--- src/rtl/reloj_hms.sv ---
// Time-of-day core: BCD hh:mm:ss cascade on the 1 Hz tick, plus the
// two-button set-time machine (RUN -> SET_HR -> SET_MIN -> RUN).
module reloj_hms #(
  parameter int H_MOD = 24
) (
  input  logic       clk,
  input  logic       rst_n,
  input  logic       tick,
  input  logic       btn_mode,
  input  logic       btn_inc,
  output logic [3:0] sec_u,
  output logic [3:0] sec_t,
  output logic [3:0] min_u,
  output logic [3:0] min_t,
  output logic [3:0] hr_u,
  output logic [3:0] hr_t,
  output logic [1:0] editing,
  output logic       blink,
  output logic       day_tick
);

  typedef enum logic [1:0] {
    RUN     = 2'b00,
    SET_HR  = 2'b01,
    SET_MIN = 2'b10
  } state_t;

  typedef struct packed {
    logic [3:0] ht;
    logic [3:0] hu;
    logic [3:0] mt;
    logic [3:0] mu;
    logic [3:0] st;
    logic [3:0] su;
  } hms_t;

  localparam logic [3:0] HT_MAX = 4'((H_MOD - 1) / 10);
  localparam logic [3:0] HU_MAX = 4'((H_MOD - 1) % 10);

  state_t state, state_nx;
  hms_t   t_q, t_d;
  logic   mode_q, inc_q, mode_ev, inc_ev;
  logic   blink_q, blink_d, day_q, day_d;
  logic   su_w, st_w, mu_w, mt_w, hr_max;

  // Digit advance; anything at or above max collapses to 0 so a digit
  // can never settle on an out-of-range value.
  function automatic logic [3:0] dig_nx(input logic [3:0] d, input logic [3:0] max);
    return (d >= max) ? 4'd0 : d + 4'd1;
  endfunction

  function automatic logic [7:0] hr_nx(input logic [3:0] ht, input logic [3:0] hu);
    if (ht > HT_MAX || (ht == HT_MAX && hu >= HU_MAX)) return 8'h00;
    else if (hu >= 4'd9)                               return {ht + 4'd1, 4'd0};
    else                                               return {ht, hu + 4'd1};
  endfunction

  assign mode_ev = btn_mode & ~mode_q;
  assign inc_ev  = btn_inc  & ~inc_q;
  assign hr_max  = (t_q.ht == HT_MAX) && (t_q.hu == HU_MAX);

  // State register
  always_ff @(posedge clk or negedge rst_n) begin
    if (!rst_n) state <= RUN;
    else        state <= state_nx;
  end

  // Next-state logic
  always_comb begin
    state_nx = state;
    case (state)
      RUN:     if (mode_ev) state_nx = SET_HR;
      SET_HR:  if (mode_ev) state_nx = SET_MIN;
      SET_MIN: if (mode_ev) state_nx = RUN;
      default: state_nx = RUN;
    endcase
  end

  // Outputs
  always_comb begin
    editing  = state;
    blink    = blink_q;
    day_tick = day_q;
    sec_u    = t_q.su;
    sec_t    = t_q.st;
    min_u    = t_q.mu;
    min_t    = t_q.mt;
    hr_u     = t_q.hu;
    hr_t     = t_q.ht;
  end

  // Datapath: the whole carry chain resolves in one cycle.
  always_comb begin
    t_d     = t_q;
    blink_d = blink_q;
    day_d   = 1'b0;
    su_w    = t_q.su >= 4'd9;
    st_w    = su_w && (t_q.st >= 4'd5);
    mu_w    = st_w && (t_q.mu >= 4'd9);
    mt_w    = mu_w && (t_q.mt >= 4'd5);
    case (state)
      RUN: begin
        blink_d = 1'b0;
        if (tick && !mode_ev) begin
          t_d.su = dig_nx(t_q.su, 4'd9);
          if (su_w) t_d.st = dig_nx(t_q.st, 4'd5);
          if (st_w) t_d.mu = dig_nx(t_q.mu, 4'd9);
          if (mu_w) t_d.mt = dig_nx(t_q.mt, 4'd5);
          if (mt_w) {t_d.ht, t_d.hu} = hr_nx(t_q.ht, t_q.hu);
          day_d = mt_w && hr_max;
        end
      end
      SET_HR: begin
        if (mode_ev) blink_d = 1'b0;
        else begin
          if (tick)   blink_d = ~blink_q;
          if (inc_ev) {t_d.ht, t_d.hu} = hr_nx(t_q.ht, t_q.hu);
        end
      end
      SET_MIN: begin
        if (mode_ev) begin
          blink_d = 1'b0;
          t_d.st  = 4'd0;
          t_d.su  = 4'd0;
        end else begin
          if (tick) blink_d = ~blink_q;
          if (inc_ev) begin
            t_d.mu = dig_nx(t_q.mu, 4'd9);
            if (t_q.mu >= 4'd9) t_d.mt = dig_nx(t_q.mt, 4'd5);
          end
        end
      end
      default: begin
        t_d     = '0;
        blink_d = 1'b0;
      end
    endcase
  end

  always_ff @(posedge clk or negedge rst_n) begin
    if (!rst_n) begin
      t_q     <= '0;
      blink_q <= 1'b0;
      day_q   <= 1'b0;
      mode_q  <= 1'b0;
      inc_q   <= 1'b0;
    end else begin
      t_q     <= t_d;
      blink_q <= blink_d;
      day_q   <= day_d;
      mode_q  <= btn_mode;
      inc_q   <= btn_inc;
    end
  end

endmodule

--- config.mk ---
export PLATFORM = sky130hd
export DESIGN_NAME = reloj_hms
export DESIGN_NICKNAME = d
export VERILOG_FILES = /design/src/rtl/reloj_hms.sv
export SDC_FILE = /design/constraint.sdc
export NUM_CORES = 1
export LEC_CHECK = 0
export BUFFER_PORTS_ARGS = -buffer_cell sky130_fd_sc_hd__buf_2
export CAP_MARGIN = 15
export CORE_ASPECT_RATIO = 1.5
export CORE_MARGIN = 2
export CORE_UTILIZATION = 40
export DETAILED_ROUTE_END_ITERATION = 6
export GPL_ROUTABILITY_DRIVEN = 0
export SYNTH_ARGS = -nofsm -noshare
export SYNTH_HDL_FRONTEND = slang
export SYNTH_SLANG_ARGS = --single-unit
--- constraint.sdc ---
create_clock -name clk -period 2.2 [get_ports clk]
set_input_delay 0.33 -clock clk [delete_from_list [all_inputs] [get_ports clk]]
set_output_delay 0.33 -clock clk [all_outputs]
set_load 0.05 [all_outputs]
==> metrics.csv, run 1 <==
stage,metric,value,unit
pwr,Seq pwr share,26.0,%
yosys,Post-Synth XOR/XNOR Area,0.461,%
final_layout,layout cells sized above 1,27.7,%
global_route,M1 GR Usage,19.4,%
yosys,post-synth net total,214,
cts,clk slew on worst S/H paths,0.06,ns
placed_design,detailed placement HPWL,3.08,mm
cts,clock tree buffer depth,2,
worst_setup_path,Setup Crit Path Kind,reg2reg,
sta,# setup viols final,0,
cts,"Clk Latency, worst-skew pair",0.29,ns
pwr,switching part of the total power,51.9,%
global_route,All-Layer GR Usage,17.2,%
floorplanning,I/O pin cnt,33,
pwr,total internal power,1.69,mW
yosys,YS warnings,0,
floorplanning,Die Width,60.3,µm
final_layout,Area Growth Syn to Fin,18.2,%
sta,fin crit period,2.00,ns
global_route,GRT busiest layer,met2,
pwr,Pleak,1.11,nW
sta,"Slew Viols, Final",0,
floorplanning,Die ar.,5330,µm²
sta,Post-Route Skew,0.00730,ns
floorplanning,initial core utilization,41.8,%
global_route,GR Util met3,4.09,%
yosys,Syn Area/Cell,10.1,µm²
cts,CTS resizes,0,
yosys,post-synthesis mux area share,1.65,%
floorplanning,die height,88.4,µm
final_layout,layout net count,256,
yosys,Yosys reg bits,30,
drt,Vias/cell,5.24,
global_route,grt ovf,0,
sta,Final Hold Viols,0,
worst_setup_path,type of origin of the critical path,register,
drt,final antenna-violating net count,0,
yosys,simple-gate share of the synthesized area,18.6,%
min_path,hold crit path type,in2async,
drt,routed via count,1546,
cts,cts hold-fix bufs,0,
worst_setup_path,Critical Path Sink Type,register,
drt,Residual DRC,0,
floorplanning,num rows,30,
pwr,Clock power frac,13.1,%
sta,Tcrit/Tclk final,91.1,%
final_layout,FILL cells,464,
global_route,largest net degree at the start of global routing,31,
worst_setup_path,WP data arrival,2.22,ns
global_route,met2 usage,30.3,%
pwr,total power,3.50,mW
yosys,register area share after synthesis,39.5,%
drt,DR iter-0 viols,71,
final_layout,"Core Util, Final",49.4,%
sta,Setup Total Neg Slack,0,ns
yosys,Compound-Gate Fraction of Synth Area,20.4,%
worst_setup_path,WP data required,2.41,ns
pwr,IR Drop Worst-Case VDD,0.537,mV
drt,DR pass1 iterations,4,
final_layout,"commonest non-fill, non-tap cell in the layout",buf_2,
sta,Max-Slew Margin vs Limit,55.0,%
cts,Clock Sinks,30,
final_layout,most frequent cells in the layout,"32 x buf_2, 28 x dfrtp_1, 21 x ha_1",
placed_design,"worst slack, placed",0.182,ns
yosys,post-synth cell types,52,
pwr,sw power,1.82,mW
cts,H-tree depth,2,
cts,CTS buffer count,5,
yosys,Cells after Synth,188,
drt,routed wire length,3.99,mm
yosys,"Async S/R FF share, synth",100,%
sta,Highest Clock Rate,499,MHz
final_layout,Finished Layout Cells,295,
yosys,post-synthesis instance area,1900,µm²
placed_design,placed cell count,287,
cts,Clk Tree Root Cell,clkbuf_8,
global_route,first-pass GRT wire length,6.91,mm
yosys,post-synthesis adder-cell area fraction,13.8,%
floorplanning,Core Area,4540,µm²
drt,drt wl/cell,13.5,µm
sta,unrepaired setup endpoints after global routing,false,
sta,Worst-Margin Slew,0.676,ns
pwr,power per cell area,1560,nW/µm²
final_layout,# diodes,0,
global_route,vias in the first global route,1561,
sta,worst setup margin,0.195,ns
job,max_cap viols,0,
cts,post-CTS setup buffer count,0,
worst_setup_path,CP Max Fanout,11,
yosys,largest family of logic cells by synthesized area,compound AO/OA/AOI/OAI gates,
yosys,dominant synthesized flop cell,dfrtp_1,
outcome,status,completed,
pwr,combinational power share,61.0,%
yosys,Post-synth EDFFs,0,
global_route,initial antenna violation count,0,
placed_design,Port Buffers,32,
cts,CTS tree,built,
==> worst paths after layout <==
check                            from          to  slack [ns]  depth (start not counted)
max                        editing[0]    min_t[3]        0.20                          9
min                             rst_n    min_t[2]        0.08                          1
max reg2reg                editing[0]    min_t[3]        0.20                          9
min reg2reg                   hr_t[3]     hr_t[3]        0.54                          1
max in group asynchronous       rst_n  editing[0]        1.65                          1
min in group clk              btn_inc       inc_q        0.16                          1
==> worst max-delay path: stages, from the launching register on <==
cell     delay (ns)
dfrtp_2        0.39
inv_1          0.08
ha_1           0.22
buf_4          0.19
nor2_1         0.11
a31oi_1        0.08
nor4b_2        0.30
buf_4          0.22
and2_4         0.18
mux2i_1        0.17
==> layer usage <==
metal | vias to the layer above | wire (µm)
met5 | - | 0
met4 | 0 | 67
met3 | 6 | 158
met2 | 32 | 2070
met1 | 750 | 1690
li1 | 758 | -
==> layout make-up <==
class	instances	area [µm²]	area share (%)
inverter	19	71.3	3.18
sequential	30	753	33.6
clock buffer	7	86.3	3.85
tap	64	80.1	3.57
multi-input combinational	136	1040	46.5
timing repair buffer	38	205	9.14
clock inverter	1	5.00	0.223
==> kinds of logic (layout without fill, tap and decap cells) <==
group	after synthesis	count (layout)
xor gates and xnor gates	1	1
adders and majority gates	21	21
and+or+nand+nor	60	60
buffers and inverters	22	65
AOI/OAI and AO/OA	51	51
muxes	3	3
DFF	30	30
==> sequential cells by signal, summed over array words and instances (netlist names) <==
name / cells
blink: 1
min_t: 4
day_tick: 1
editing: 2
sec_u: 4
min_u: 4
sec_t: 4
mode_q: 1
hr_t: 4
inc_q: 1
hr_u: 4
==> synthesized netlist by cell type (2+ instances only) <==
library cell / instances / area, µm²
o31ai_1: 5 / 37.5
nand3_1: 7 / 35.0
nor2_1: 9 / 33.8
nand4_1: 3 / 18.8
o21ai_0: 18 / 90.1
nor2b_1: 4 / 25.0
nor3_1: 3 / 15.0
a21o_1: 2 / 15.0
nand2b_1: 6 / 37.5
dfrtp_1: 30 / 751
a21oi_1: 6 / 30.0
and3_1: 2 / 12.5
mux2i_1: 2 / 20.0
or2b_1: 2 / 15.0
buf_6: 3 / 33.8
ha_1: 21 / 263
nand2_1: 10 / 37.5
inv_1: 19 / 71.3
a31oi_1: 3 / 18.8
==> metrics by stage <==
step           instance area [µm²]  hold slack [ns]
2_1_floorplan                 1900           0.0344
3_3_place_gp                  2150            0.415
3_5_place_dp                  2150            0.412
4_1_cts                       2240            0.101
5_1_grt                       2240            0.132
6_report                      2240           0.0776
==> power groups by stage <==
stage	logic [mW]	registers (mW)	clock network, mW
6_report	2.14	0.909	0.459
5_1_grt	2.36	0.943	0.499
4_1_cts	2.16	0.911	0.474
3_5_place_dp	2.15	0.920	0
3_3_place_gp	2.13	0.915	0
2_1_floorplan	1.13	1.41	0
No activity file was read; power rests on OpenSTA's default activity.
==> run 2, diff against run 1 <==
--- a/config.mk
+++ b/config.mk
@@ -7,11 +7,14 @@
 export LEC_CHECK = 0
 export BUFFER_PORTS_ARGS = -buffer_cell sky130_fd_sc_hd__buf_2
 export CAP_MARGIN = 15
+export CELL_PAD_IN_SITES_DETAIL_PLACEMENT = 1
+export CELL_PAD_IN_SITES_GLOBAL_PLACEMENT = 2
 export CORE_ASPECT_RATIO = 1.5
 export CORE_MARGIN = 2
-export CORE_UTILIZATION = 40
+export CORE_UTILIZATION = 35
 export DETAILED_ROUTE_END_ITERATION = 6
 export GPL_ROUTABILITY_DRIVEN = 0
+export PLACE_DENSITY_LB_ADDON = 0.1
 export SYNTH_ARGS = -nofsm -noshare
 export SYNTH_HDL_FRONTEND = slang
 export SYNTH_SLANG_ARGS = --single-unit
==> constraint.sdc (replaced) <==
create_clock -name clk -period 2.2 [get_ports clk]
set_input_delay 0.33 -clock clk [delete_from_list [all_inputs] [get_ports clk]]
set_output_delay 0.33 -clock clk [all_outputs]
set_load 0.1 [all_outputs]
==> metrics.csv, run 2 (synthesis gave the netlist of run 1 again) <==
stage,metric,value,unit,change
final_layout,most frequent cells in the layout,"32 x buf_2, 20 x ha_1, 19 x inv_1",,
global_route,grt ovf,0,,unchanged
min_path,hold crit path type,in2async,,
worst_setup_path,WP data arrival,2.26,ns,+0.04 ns
sta,unrepaired setup endpoints after global routing,false,,
final_layout,"commonest non-fill, non-tap cell in the layout",buf_2,,
floorplanning,Core Area,5200,µm²,+15%
global_route,first-pass GRT wire length,7.98,mm,+16%
cts,"Clk Latency, worst-skew pair",0.29,ns,about the same
sta,Tcrit/Tclk final,94.3,%,+3.2 points
drt,final antenna-violating net count,0,,unchanged
worst_setup_path,Setup Crit Path Kind,reg2reg,,
final_layout,layout net count,258,,+0.78%
final_layout,layout cells sized above 1,34.8,%,+7.1 points
cts,CTS tree,built,,
floorplanning,die height,94.2,µm,+6.6%
cts,cts hold-fix bufs,0,,unchanged
cts,clock tree buffer depth,2,,unchanged
final_layout,Area Growth Syn to Fin,22.1,%,
worst_setup_path,CP peak stage delay,0.48,ns,+0.09 ns
worst_setup_path,WP data required,2.39,ns,-0.02 ns
sta,Worst-Margin Slew,0.710,ns,+0.0340 ns
placed_design,Port Buffers,32,,unchanged
cts,Clk Tree Root Cell,clkbuf_8,,
drt,drt wl/cell,15.9,µm,+18%
sta,Final Hold Viols,0,,unchanged
drt,Residual DRC,0,,unchanged
global_route,initial antenna violation count,0,,unchanged
final_layout,sequential cell area,781,µm²,+3.7%
worst_setup_path,Worst R2R Setup Slack,0.13,ns,-0.07 ns
worst_setup_path,Worst path slowest cell,dfrtp_4,,
cts,H-tree depth,2,,unchanged
floorplanning,initial core utilization,36.5,%,-5.3 points
final_layout,FILL cells,606,,+31%
drt,Vias/cell,5.24,,about the same
floorplanning,num rows,32,,+6.7%
cts,Clock Sinks,30,,unchanged
sta,Max-Slew Margin vs Limit,52.7,%,-2.3 points
cts,CTS buffer count,5,,unchanged
global_route,vias in the first global route,1625,,+4.1%
sta,Post-Route Skew,0.0115,ns,+0.00418 ns
floorplanning,Die ar.,6040,µm²,+13%
drt,DR pass1 iterations,4,,unchanged
worst_setup_path,CP Cell Sequence,inv_1 -> ha_2 -> or2b_1 -> a21o_1 -> nor4b_4 -> clkdlybuf4s15_2 -> a41oi_2 -> nor2_1,,
worst_setup_path,Critical Path Sink Type,register,,
cts,clk slew on worst S/H paths,0.07,ns,about the same
drt,routed wire length,4.79,mm,+20%
job,max_cap viols,0,,unchanged
sta,# setup viols final,0,,unchanged
sta,fin crit period,2.07,ns,+0.0699 ns
global_route,largest net degree at the start of global routing,31,,unchanged
global_route,All-Layer GR Usage,17.5,%,+0.27 points
drt,DR iter-0 viols,40,,-44%
sta,"Slew Viols, Final",0,,unchanged
worst_setup_path,type of origin of the critical path,register,,
outcome,status,completed,,
worst_setup_path,CP Max Fanout,5,,-6
sta,Setup Total Neg Slack,0,ns,unchanged
drt,routed via count,1576,,+1.9%
floorplanning,Die Width,64.1,µm,+6.4%
placed_design,detailed placement HPWL,3.60,mm,+17%
final_layout,area occupied by multi-input gates,1060,µm²,+1.9%
final_layout,# diodes,0,,unchanged
sta,Highest Clock Rate,482,MHz,-3.4%
floorplanning,I/O pin cnt,33,,unchanged
run 2: layout make-up:
type	instances	area share, %
flip-flops and latches	30	33.7
well taps	68	3.67
multi-input cells	136	45.8
inverters	19	3.07
clock inverters	1	0.216
repair buffers	40	9.82
clock buffers	7	3.72
run 2: timing repair:
| item | in CTS | in global routing |
|---|---|---|
| buffers inserted | 0 | 3 |
| resized for setup | 0 | 5 |
| setup endpoints to repair | 0 | 3 |
run 2: worst max-delay path: cells and delay by family (launching register included):
| family | cells | cell delay, ns |
|---|---|---|
| AND/OR/NAND/NOR | 3 | 0.46 |
| AO/OA/AOI/OAI | 2 | 0.42 |
| adder cells (fa/ha/maj) | 1 | 0.22 |
| buffers and inverters | 2 | 0.40 |
| flip-flops | 1 | 0.48 |
run 2: per-stage QoR:
step	instances	utilization [%]	setup slack [ns]	hold WS [ns]	cell area, µm²
after CTS	297	43.5	0.0805	0.111	2260
after global placement	289	41.7	0.131	0.420	2170
final	301	44.6	0.125	0.0861	2320
after global routing	301	44.6	0.0140	0.125	2320
after floorplan	188	-	0.00788	0.0344	1930
after detailed placement	289	41.7	0.0920	0.427	2170
run 2: routing by layer:
metal | share of wire, % | wire length (µm) | global-route usage, %
met5 | 0 | 0 | 0
met4 | 2.0 | 95 | 7.80
met3 | 2.8 | 133 | 4.08
met2 | 55 | 2630 | 32.1
met1 | 40 | 1930 | 18.7
run 2: path summary, 6_finish.rpt:
| path | from | to | cells after the start |
|---|---|---|---|
| worst max-delay path | editing[1] | min_u[3] | 8 |
| worst min-delay path | rst_n | sec_u[3] | 1 |
| worst max register to register | editing[1] | min_u[3] | 8 |
| worst min register to register | hr_t[0] | hr_t[0] | 1 |
| max in group asynchronous | rst_n | sec_u[1] | 1 |
| min in group clk | btn_inc | inc_q | 1 |
Power of run 2 is left out: the tool's default activity adds up to more than one toggle a clock period on the data nets, which glitch-free logic cannot reach.
==> run 3, diff against run 2 <==
--- a/config.mk
+++ b/config.mk
@@ -14,6 +14,7 @@
 export CORE_UTILIZATION = 35
 export DETAILED_ROUTE_END_ITERATION = 6
 export GPL_ROUTABILITY_DRIVEN = 0
+export GPL_TIMING_DRIVEN = 0
 export PLACE_DENSITY_LB_ADDON = 0.1
 export SYNTH_ARGS = -nofsm -noshare
 export SYNTH_HDL_FRONTEND = slang
==> metrics.csv, run 3 (synthesis gave the netlist of run 1 again) <==
stage,metric,value,unit,change
outcome,status,completed,,
placed_design,Port Buffers,32,,unchanged
worst_setup_path,worst path bufs/invs,3,,+1
cts,clk slew on worst S/H paths,0.06,ns,about the same
cts,CTS buffer count,5,,unchanged
cts,"Clk Latency, worst-skew pair",0.28,ns,about the same
drt,routed wire length,4.57,mm,-4.6%
final_layout,layout net count,253,,-1.9%
worst_setup_path,WP data arrival,2.23,ns,-0.03 ns
final_layout,# diodes,0,,unchanged
worst_setup_path,CP Cell Sequence,inv_1 -> ha_1 -> buf_6 -> nor2_1 -> a31oi_2 -> nor4b_2 -> buf_6 -> o21ai_2 -> a32o_1,,
drt,Residual DRC,0,,unchanged
worst_setup_path,crit path to,min_u[2],,
sta,Post-Route Skew,0.00621,ns,-0.00528 ns
floorplanning,die height,94.2,µm,unchanged
sta,Worst-Margin Slew,0.717,ns,+0.00713 ns
global_route,largest net degree at the start of global routing,31,,unchanged
drt,drt wl/cell,15.5,µm,-2.7%
drt,final antenna-violating net count,0,,unchanged
final_layout,most frequent cells in the layout,"32 x buf_2, 21 x ha_1, 19 x inv_1",,
placed_design,detailed placement HPWL,3.48,mm,-3.4%
global_route,first-pass GRT wire length,7.83,mm,-1.9%
sta,Final Hold Viols,0,,unchanged
sta,Max-Slew Margin vs Limit,52.2,%,-0.48 points
min_path,hold crit path type,in2async,,
worst_setup_path,CP dominant cell by count,buf_6,,
final_layout,Finished Layout Cells,295,,-2.0%
global_route,initial antenna violation count,0,,unchanged
worst_setup_path,Worst path slowest cell,dfrtp_4,,
sta,Tcrit/Tclk final,93.9,%,-0.36 points
worst_setup_path,type of origin of the critical path,register,,
placed_design,DP Area,2170,µm²,+0.17%
final_layout,layout cells sized above 1,32.2,%,-2.6 points
worst_setup_path,CP peak stage delay,0.42,ns,-0.06 ns
sta,Highest Clock Rate,484,MHz,+0.39%
worst_setup_path,Levels on crit path,9,,+1
worst_setup_path,Worst path top cell family by delay,simple AND/OR/NAND/NOR gates,,
floorplanning,I/O pin cnt,33,,unchanged
global_route,All-Layer GR Usage,16.5,%,-0.96 points
worst_setup_path,Worst Reg-to-Reg Cells,9,,+1
job,max_cap viols,0,,unchanged
cts,clock tree buffer depth,2,,unchanged
drt,DR iter-0 viols,44,,+10%
floorplanning,num rows,32,,unchanged
cts,Clk Tree Root Cell,clkbuf_8,,
final_layout,Final Cell Area,2260,µm²,-2.5%
sta,"Slew Viols, Final",0,,unchanged
final_layout,"commonest non-fill, non-tap cell in the layout",buf_2,,
final_layout,"Core Util, Final",43.5,%,-1.1 points
global_route,grt ovf,0,,unchanged
sta,fin crit period,2.07,ns,-0.00802 ns
worst_setup_path,crit path from,editing[0],,
drt,DR pass1 iterations,4,,unchanged
worst_setup_path,CP Max Fanout,10,,+5
worst_setup_path,worst reg2reg startpoint,editing[0],,
global_route,vias in the first global route,1638,,+0.80%
sta,# setup viols final,0,,unchanged
placed_design,placed cell count,288,,-0.35%
floorplanning,Die ar.,6040,µm²,unchanged
sta,Setup Total Neg Slack,0,ns,unchanged
worst_setup_path,WP data required,2.37,ns,-0.02 ns
cts,post-CTS setup buffer count,0,,unchanged
cts,H-tree depth,2,,unchanged
worst_setup_path,Critical Path Sink Type,register,,
worst_setup_path,Setup Crit Path Kind,reg2reg,,
cts,cts hold-fix bufs,0,,unchanged
floorplanning,Die Width,64.1,µm,unchanged
drt,Vias/cell,5.20,,-0.62%
cts,Clock Sinks,30,,unchanged
worst_setup_path,r2r endpoint,min_u[2],,
floorplanning,initial core utilization,36.5,%,unchanged
floorplanning,Core Area,5200,µm²,unchanged
final_layout,Area Growth Syn to Fin,19.1,%,
worst_setup_path,Worst R2R Setup Slack,0.13,ns,about the same
cts,CTS tree,built,,
sta,unrepaired setup endpoints after global routing,false,,
drt,routed via count,1535,,-2.6%
==> run 3: how the worst min path moves through the flow <==
stage                     to
floorplan              blink
finish              sec_u[3]
global placement    sec_u[3]
detailed placement  sec_u[3]
CTS                 sec_t[0]
global route        sec_t[0]
==> run 3: layout make-up <==
cell class	count	area [µm²]
inverters	19	71.3
repair buffers	32	160
fillers	612	2940
multi-input cells	136	1050
well taps	68	85.1
flip-flops and latches	30	781
plain buffers	3	33.8
clock buffers	7	76.3
==> run 3: metal layers <==
layer | wire length [µm] | global-route usage (%)
met5 | 0 | 0
met4 | 53 | 5.32
met3 | 140 | 3.60
met2 | 2560 | 31.3
met1 | 1820 | 17.8
==> run 3: per-stage QoR <==
step	hold slack (ns)	setup WS, ns
after detailed placement	0.427	0.0906
after CTS	0.125	0.0690
after floorplan	0.0344	0.00788
after global placement	0.414	0.146
final	0.104	0.133
after global routing	0.142	0.00333
==> run 3: repair_timing <==
| action | in CTS | in global routing |
|---|---|---|
| resized for setup | 0 | 2 |
| setup endpoints to repair | 0 | 3 |
| endpoints found under the hold margin | 0 | 0 |
Power of run 3 is left out for the same reason.
